[src/rtl/somador_core.sv]
// Registered adder behind the pad ring: resamples asynchronous pad operands,
// waits for them to settle, then commits the sum with a one-cycle update strobe.
module somador_core #(
    parameter int WIDTH         = 8,
    parameter int STABLE_CYCLES = 2
) (
    input  logic             clk,
    input  logic             rst,
    input  logic [WIDTH-1:0] a_i_Y,
    input  logic [WIDTH-1:0] b_i_Y,
    input  logic             carry_i_Y,
    output logic [WIDTH-1:0] sum_o_A,
    output logic             carry_o_A,
    output logic             upd_o
);

    localparam int         SW        = 2 * WIDTH + 1;
    localparam logic [3:0] STABLE_LIM = 4'(STABLE_CYCLES);

    logic [SW-1:0]    smp_q;
    logic [SW-1:0]    prev_q;
    logic [SW-1:0]    com_q;
    logic [SW-1:0]    com_d;
    logic [3:0]       cnt_q;
    logic [3:0]       cnt_d;
    logic [WIDTH-1:0] sum_q;
    logic [WIDTH-1:0] sum_d;
    logic             carry_q;
    logic             carry_d;
    logic             upd_q;
    logic             upd_d;

    logic             same;
    logic             commit;
    logic [WIDTH-1:0] smp_a;
    logic [WIDTH-1:0] smp_b;
    logic             smp_c;
    logic [WIDTH:0]   total;

    assign smp_a = smp_q[WIDTH-1:0];
    assign smp_b = smp_q[2*WIDTH-1:WIDTH];
    assign smp_c = smp_q[SW-1];

    // Full WIDTH+1 result so the worst case (all ones + all ones + 1) keeps its carry.
    assign total = {1'b0, smp_a} + {1'b0, smp_b} + {{WIDTH{1'b0}}, smp_c};

    assign same   = (smp_q == prev_q);
    assign commit = same && (cnt_q == STABLE_LIM) && (smp_q != com_q);

    always_comb begin
        cnt_d   = cnt_q;
        com_d   = com_q;
        sum_d   = sum_q;
        carry_d = carry_q;
        upd_d   = 1'b0;

        if (!same) begin
            cnt_d = 4'd0;
        end else if (cnt_q < STABLE_LIM) begin
            cnt_d = cnt_q + 4'd1;
        end

        if (commit) begin
            com_d   = smp_q;
            sum_d   = total[WIDTH-1:0];
            carry_d = total[WIDTH];
            upd_d   = 1'b1;
        end
    end

    always_ff @(posedge clk) begin
        if (rst) begin
            smp_q   <= '0;
            prev_q  <= '0;
            com_q   <= '0;
            cnt_q   <= '0;
            sum_q   <= '0;
            carry_q <= 1'b0;
            upd_q   <= 1'b0;
        end else begin
            smp_q   <= {carry_i_Y, b_i_Y, a_i_Y};
            prev_q  <= smp_q;
            com_q   <= com_d;
            cnt_q   <= cnt_d;
            sum_q   <= sum_d;
            carry_q <= carry_d;
            upd_q   <= upd_d;
        end
    end

    assign sum_o_A   = sum_q;
    assign carry_o_A = carry_q;
    assign upd_o     = upd_q;

endmodule
[config.mk]
export PLATFORM = sky130hd
export DESIGN_NAME = somador_core
export DESIGN_NICKNAME = d
export VERILOG_FILES = /design/src/rtl/somador_core.sv
export SDC_FILE = /design/constraint.sdc
export NUM_CORES = 1
export LEC_CHECK = 0
export CELL_PAD_IN_SITES_DETAIL_PLACEMENT = 1
export CELL_PAD_IN_SITES_GLOBAL_PLACEMENT = 1
export CORE_MARGIN = 4
export CORE_UTILIZATION = 40
export CTS_BUF_LIST = sky130_fd_sc_hd__clkbuf_4 sky130_fd_sc_hd__clkbuf_8
export CTS_CLUSTER_SIZE = 28
export DETAILED_ROUTE_END_ITERATION = 8
export GPL_ROUTABILITY_DRIVEN = 1
export GPL_TIMING_DRIVEN = 0
export PLACE_DENSITY = 0.84
export SYNTH_ARGS = -nofsm -noshare
export SYNTH_HDL_FRONTEND = slang
export SYNTH_SLANG_ARGS = --single-unit
[constraint.sdc]
create_clock -name clk -period 3.5 [get_ports clk]
set_clock_uncertainty 0.2 [all_clocks]
set_input_delay 0.7 -clock clk [delete_from_list [all_inputs] [get_ports clk]]
set_output_delay 0.7 -clock clk [all_outputs]
set_load 0.005 [all_outputs]
# Yosys cells after proc, flatten, opt, wreduce, memory -nomap -nowiden

Index checks and enable logic that the tools add are counted.

Bits in registers: 65
Input port bits: 19
Output and inout port bits: 10
Word-level logic and storage cells: 19

Add/subtract/negate cells: 3
$lt $le $gt $ge: 1
Equal/unequal tests: 3
Muxes and demuxes: 1
Bitwise gates (word level): 1
Reduce and logical (&&, ||, !) cells: 3

Operators by type and width:

| cell                                                                  | number |
|---|---|
| 17-bit == test                                                        | 1 |
| 17-bit inequality test                                                | 1 |
| 8-bit by 8-bit adder with 9-bit output                                | 1 |
| 9-bit by 1-bit adder with 9-bit output                                | 1 |
| 4-bit by 1-bit adder with 4-bit output (second input constant)        | 1 |
| 4-bit by 2-bit == test with 1-bit output (second input constant)      | 1 |
| 4-bit by 2-bit < comparator with 1-bit output (second input constant) | 1 |
| 1-bit logical AND                                                     | 2 |
| 2-bit OR reduction                                                    | 1 |
| 1-bit two-way mux                                                     | 1 |
| 1-bit inverter                                                        | 1 |

# Logic depth before layout (Yosys ltp)

Depth after elaboration: 4
Gate-level depth with buffers: 8
Mapped depth without buffers: 8

# Worst setup path after synthesis

Ideal clock, no wire load.

Path type: flip-flop to flip-flop
Start: register smp_q[0]
End: register carry_q (netlist: carry_o_A)
Library setup time: 0.131 ns
Arrival: 2.222 ns
Required time: 3.169 ns
Path slack: 0.947 ns
Stages on the path, launching flop included: 9
Buffers on the path: 0
Clock period less this slack: 2.553 ns
Path through: dfxtp_1 fa_1 fa_1 a21o_1 a21o_1 a211o_1 a21oi_1 o2111ai_1 nor3b_1

Longest elaborated chain between the ends: 3

RTL lines:

| element                                                                                        | line | RTL |
|---|---|---|
| start: declaration                                                                             | 20   | `logic [SW-1:0] smp_q;` |
| start signal: assignment                                                                       | 81   | `smp_q <= {carry_i_Y, b_i_Y, a_i_Y};` |
| parallel branches: the longest is 3 deep, another holds 8-bit by 8-bit adder with 9-bit output | n/a  |  |
| end signal: assignment                                                                         | 86   | `carry_q <= carry_d;` |
| end: declaration                                                                               | 28   | `logic carry_q;` |

Parallel ways; which one is timed is not known.
A chain may end at the register's enable or synchronous reset.

# Final worst setup path

Start: register smp_q[8]
End: register carry_q (netlist: carry_o_A)

The elaborated chain is that of the path after synthesis.

==> metrics.txt <==
# TYPE chip_impl_metric gauge
chip_impl_metric{name="p_clk_frac",unit=""} 0.448
chip_impl_metric{name="critical_path.n_buffers_inverters",unit=""} 0
chip_impl_metric{name="cell_depth_of_the_worst_hold_path",unit=""} 2
chip_impl_info{name="ys_top_cells_by_area",value="sky130_fd_sc_hd__dfxtp_1, sky130_fd_sc_hd__mux2i_1, sky130_fd_sc_hd__nor2b_1"} 1
chip_impl_metric{name="synth.cell_area",unit="mm2"} 0.002751
chip_impl_info{name="worst_path_max_delay_cell",value="sky130_fd_sc_hd__fa_1"} 1
chip_impl_metric{name="final_hold_viol_count",unit=""} 0
chip_impl_metric{name="ant_nets",unit=""} 0
chip_impl_metric{name="layout_worst_path_cycle_share",unit=""} 0.8136
chip_impl_metric{name="maximum_number_of_pins_on_one_net_before_global_route_repair",unit=""} 12
chip_impl_metric{name="via_count",unit=""} 1932
chip_impl_metric{name="global_route.usage.total",unit=""} 0.1597
chip_impl_info{name="layout_commonest_cell",value="sky130_fd_sc_hd__dfxtp_1"} 1
chip_impl_info{name="worst_r2r_endpoint",value="carry_o_A"} 1
chip_impl_metric{name="p_comb_frac",unit=""} 0.073
chip_impl_metric{name="cts.path.max_buffers",unit=""} 2
chip_impl_metric{name="measured_slew_at_the_worst_slew_check_pin",unit="ns"} 0.6463
chip_impl_metric{name="synth_cell_type_count",unit=""} 31
chip_impl_metric{name="maxCapViolations",unit=""} 0
chip_impl_metric{name="placed_cells",unit=""} 367
chip_impl_metric{name="synthesis.yosys.warnings",unit=""} 0
chip_impl_metric{name="area_growth",unit="%"} 21.83
chip_impl_metric{name="fp.dieH",unit="um"} 90.94
chip_impl_info{name="timing.critical_path.cells",value="fa_1, fa_1, a21o_1, a21o_1, a211o_1, a21oi_1, o2111ai_1, nor3b_1"} 1
chip_impl_metric{name="ctsHtreeMaxLevel",unit=""} 3
chip_impl_metric{name="achievable_clock_frequency",unit="GHz"} 0.3512
chip_impl_metric{name="finish.net_count",unit=""} 331
chip_impl_metric{name="cts.sink_count",unit=""} 65
chip_impl_metric{name="worst_slew_margin_rel",unit=""} 0.5652
chip_impl_metric{name="start_util",unit=""} 0.4236
chip_impl_metric{name="dieArea",unit="mm2"} 0.008269
chip_impl_metric{name="tritoncts.num_buffers",unit=""} 9
chip_impl_info{name="cp_top_family",value="compound AO/OA/AOI/OAI gates"} 1
chip_impl_info{name="cp-end-kind",value="register"} 1
chip_impl_metric{name="clock_edge_transition_at_the_registers_on_the_reported_setup_and_hold_paths",unit="ns"} 0.07
chip_impl_info{name="critical_path_class",value="register to register"} 1
chip_impl_metric{name="total_leakage_power",unit="nW"} 1.291
chip_impl_metric{name="post_layout_nonfiller_instances",unit=""} 383
chip_impl_metric{name="synth_cells",unit=""} 263
chip_impl_metric{name="first_global_vias",unit=""} 2078
chip_impl_metric{name="synthesis.area_per_instance",unit="um2"} 10.46
chip_impl_metric{name="netSwitchingFraction",unit=""} 0.2247
chip_impl_metric{name="drt_iter0_markers",unit=""} 53
chip_impl_info{name="ctsRootBufferMaster",value="sky130_fd_sc_hd__clkbuf_8"} 1
chip_impl_metric{name="arrival",unit="ns"} 2.87
chip_impl_metric{name="nFillCells",unit=""} 733
chip_impl_metric{name="core-area",unit="mm2"} 0.006495
chip_impl_metric{name="report.final.slew_viol_count",unit=""} 0
chip_impl_metric{name="synth_nets",unit=""} 293
chip_impl_metric{name="finalCriticalPeriod",unit="ns"} 2.848
chip_impl_metric{name="first_pass_grt_wire_length",unit="um"} 10130
chip_impl_metric{name="wl_per_cell",unit="um"} 16.08
chip_impl_metric{name="antenna_found_initial",unit=""} 0
chip_impl_metric{name="r2r.worst_path.cells",unit=""} 8
chip_impl_metric{name="seq_power_share",unit=""} 0.479
chip_impl_metric{name="via_per_inst",unit=""} 5.044
chip_impl_info{name="worstHoldStart",value="sum_o_A[7]"} 1
chip_impl_metric{name="cts.hold.buffers_added",unit=""} 0
chip_impl_metric{name="drc",unit=""} 0
chip_impl_metric{name="p_switching",unit="mW"} 0.3678
chip_impl_metric{name="port_buffers",unit=""} 27
chip_impl_metric{name="setup_violations_final",unit=""} 0
chip_impl_info{name="timing.critical_path.from_type",value="register"} 1
chip_impl_metric{name="critical_path_required",unit="ns"} 3.52
chip_impl_metric{name="worst_skew_pair.late_latency",unit="ns"} 0.35
chip_impl_metric{name="r2r_setup_slack",unit="ns"} 0.65
chip_impl_info{name="holdPathEnd",value="sum_o_A[7]"} 1
chip_impl_metric{name="max-vdd-ir-drop",unit="mV"} 0.3909
chip_impl_info{name="status",value="finished clean"} 1
chip_impl_metric{name="slowest_delay",unit="ns"} 0.47
chip_impl_metric{name="total_length_of_routed_wires",unit="um"} 6157
chip_impl_metric{name="pwr_density_cell",unit="mW/mm2"} 488.2
chip_impl_metric{name="row_count",unit=""} 29
chip_impl_metric{name="post_cts_resize_count",unit=""} 0
chip_impl_metric{name="internal_power",unit="mW"} 1.269
chip_impl_info{name="cts_tree",value="yes"} 1
chip_impl_info{name="unrepaired_setup_endpoints_after_global_routing",value="no"} 1
chip_impl_metric{name="final_layout_size_suffix_gt1_frac",unit=""} 0.07190
chip_impl_metric{name="maximum_fanout_along_the_worst_path",unit=""} 5
chip_impl_metric{name="gp_routability_congestion",unit=""} 0.8168
chip_impl_info{name="regToRegStartpoint",value="smp_q[8]"} 1
chip_impl_metric{name="die_width",unit="um"} 90.94
chip_impl_metric{name="setup-tns-final",unit="ns"} 0
chip_impl_metric{name="drt-pass1-iter-count",unit=""} 4
chip_impl_metric{name="synth-seq-area-share",unit=""} 0.4729
chip_impl_metric{name="synth_top_area_frac",unit=""} 0.4729
chip_impl_metric{name="postCtsSetupRepairBufs",unit=""} 0
chip_impl_metric{name="diodes",unit=""} 0
chip_impl_metric{name="grt_remaining_overflow",unit=""} 0
chip_impl_metric{name="detailed_place_hpwl",unit="um"} 4656
chip_impl_info{name="worstHoldPathType",value="register to register"} 1
chip_impl_metric{name="synth.ff_latch_count",unit=""} 65
chip_impl_metric{name="io_pins",unit=""} 29
chip_impl_info{name="netlist.top_cell.by_area",value="sky130_fd_sc_hd__dfxtp_1"} 1
chip_impl_info{name="layout.cells.most_common_list",value="sky130_fd_sc_hd__dfxtp_1, sky130_fd_sc_hd__nor2b_1, sky130_fd_sc_hd__nor2_1"} 1
[worst register-to-register path: cells and delay by family, from the launching register on]
kind	cells	cell delay, ns
AO/OA/AOI/OAI	5	1.10
adder cells (fa/ha/maj)	2	0.88
AND/OR/NAND/NOR	1	0.15
flip-flops	1	0.40
[synth_stat cells]
library cell and count:
sky130_fd_sc_hd__a211oi_1 1, sky130_fd_sc_hd__nor4_1 3, sky130_fd_sc_hd__nand2_1 4, sky130_fd_sc_hd__nor3b_1 1, sky130_fd_sc_hd__or2_2 1, sky130_fd_sc_hd__nor2_1 30
sky130_fd_sc_hd__a21oi_1 5, sky130_fd_sc_hd__xor2_1 21, sky130_fd_sc_hd__clkbuf_1 7, sky130_fd_sc_hd__a2111oi_0 1, sky130_fd_sc_hd__nand4_1 3, sky130_fd_sc_hd__a211o_1 1
sky130_fd_sc_hd__o211ai_1 1, sky130_fd_sc_hd__a21o_1 2, sky130_fd_sc_hd__a2111oi_2 1, sky130_fd_sc_hd__and2_1 1, sky130_fd_sc_hd__buf_12 2, sky130_fd_sc_hd__o21bai_1 1
sky130_fd_sc_hd__fa_1 2, sky130_fd_sc_hd__o2111ai_1 2, sky130_fd_sc_hd__mux2i_1 25, sky130_fd_sc_hd__dfxtp_1 65, sky130_fd_sc_hd__nor2b_1 35, sky130_fd_sc_hd__o21a_1 2
sky130_fd_sc_hd__nand3_1 4, sky130_fd_sc_hd__xnor2_1 19, sky130_fd_sc_hd__buf_6 1, sky130_fd_sc_hd__nor3_1 8, sky130_fd_sc_hd__inv_1 4, sky130_fd_sc_hd__ha_1 9
sky130_fd_sc_hd__nor4_2 1
[per-stage QoR]
step	instance area [um2]	power, mW	utilization	setup WS [ns]	hold slack (ns)
finish	3352	1.637	0.5161	0.6525	0.2932
global route	3352	1.701	0.5161	0.5176	0.3378
CTS	3352	1.659	0.5161	0.6273	0.3023
detailed placement	3118	0.9217	0.4801	0.6474	0.2854
global placement	3118	0.9154	0.4801	0.6653	0.2710
floorplan	2751	0.8716	-	0.9471	0.2807
[per-layer routing]
| metal | routed length [um] | GRT usage | part of all wire | vias to the layer above |
|---|---|---|---|---|
| met5 | 0 | 0 | 0 | - |
| met1 | 2574 | 0.1709 | 0.42 | 940 |
| li1 | - | - | - | 949 |
| met3 | 207 | 0.04380 | 0.034 | 13 |
| met4 | 145 | 0.08417 | 0.024 | 0 |
| met2 | 3229 | 0.2857 | 0.52 | 30 |
[power groups by stage]
stage                     registers, mW  clock network [mW]  logic [mW]
after floorplan                   0.791                   0      0.0804
after global placement            0.798                   0       0.117
after detailed placement          0.800                   0       0.121
after CTS                         0.783               0.753       0.122
after global routing              0.785               0.782       0.134
final                             0.783               0.733       0.120
[cell type report]
cell class | count | area (um2) | area share
flip-flops and latches | 65 | 1301 | 0.3882
inverters | 4 | 15.01 | 0.004479
clock inverters | 4 | 75.07 | 0.02240
plain buffers | 10 | 77.57 | 0.02314
well taps | 77 | 96.34 | 0.02874
multi-input cells | 184 | 1358 | 0.4050
repair buffers | 27 | 270.3 | 0.08063
clock buffers | 12 | 158.9 | 0.04741
[state kept, by name, summed over array words and instances (netlist names)]
signal     count
prev_q        17
cnt_q          4
smp_q         17
carry_o_A      1
com_q         17
sum_o_A        8
upd_o          1
[logic make-up (layout without fill, tap and decap cells)]
kind of cell | Yosys count | in the layout | share of synthesized area
compound gates | 17 | 17 | 0.04638
xor+xnor | 40 | 40 | 0.1273
fa+ha+maj | 11 | 11 | 0.05548
buf+inv | 14 | 57 | 0.03365
flops | 65 | 65 | 0.4729
mux | 25 | 25 | 0.09095
simple gates | 91 | 91 | 0.1733
[worst max path at each step]
stage / startpoint / endpoint / slack (ns) / cells past startpoint
finish: smp_q[8] / carry_o_A / 0.65 / 8
detailed placement: smp_q[8] / carry_o_A / 0.65 / 8
global placement: smp_q[0] / carry_o_A / 0.67 / 8
global route: smp_q[0] / carry_o_A / 0.52 / 8
CTS: smp_q[8] / carry_o_A / 0.63 / 8
floorplan: smp_q[0] / carry_o_A / 0.95 / 8
(Power assumes the default switching activity.)
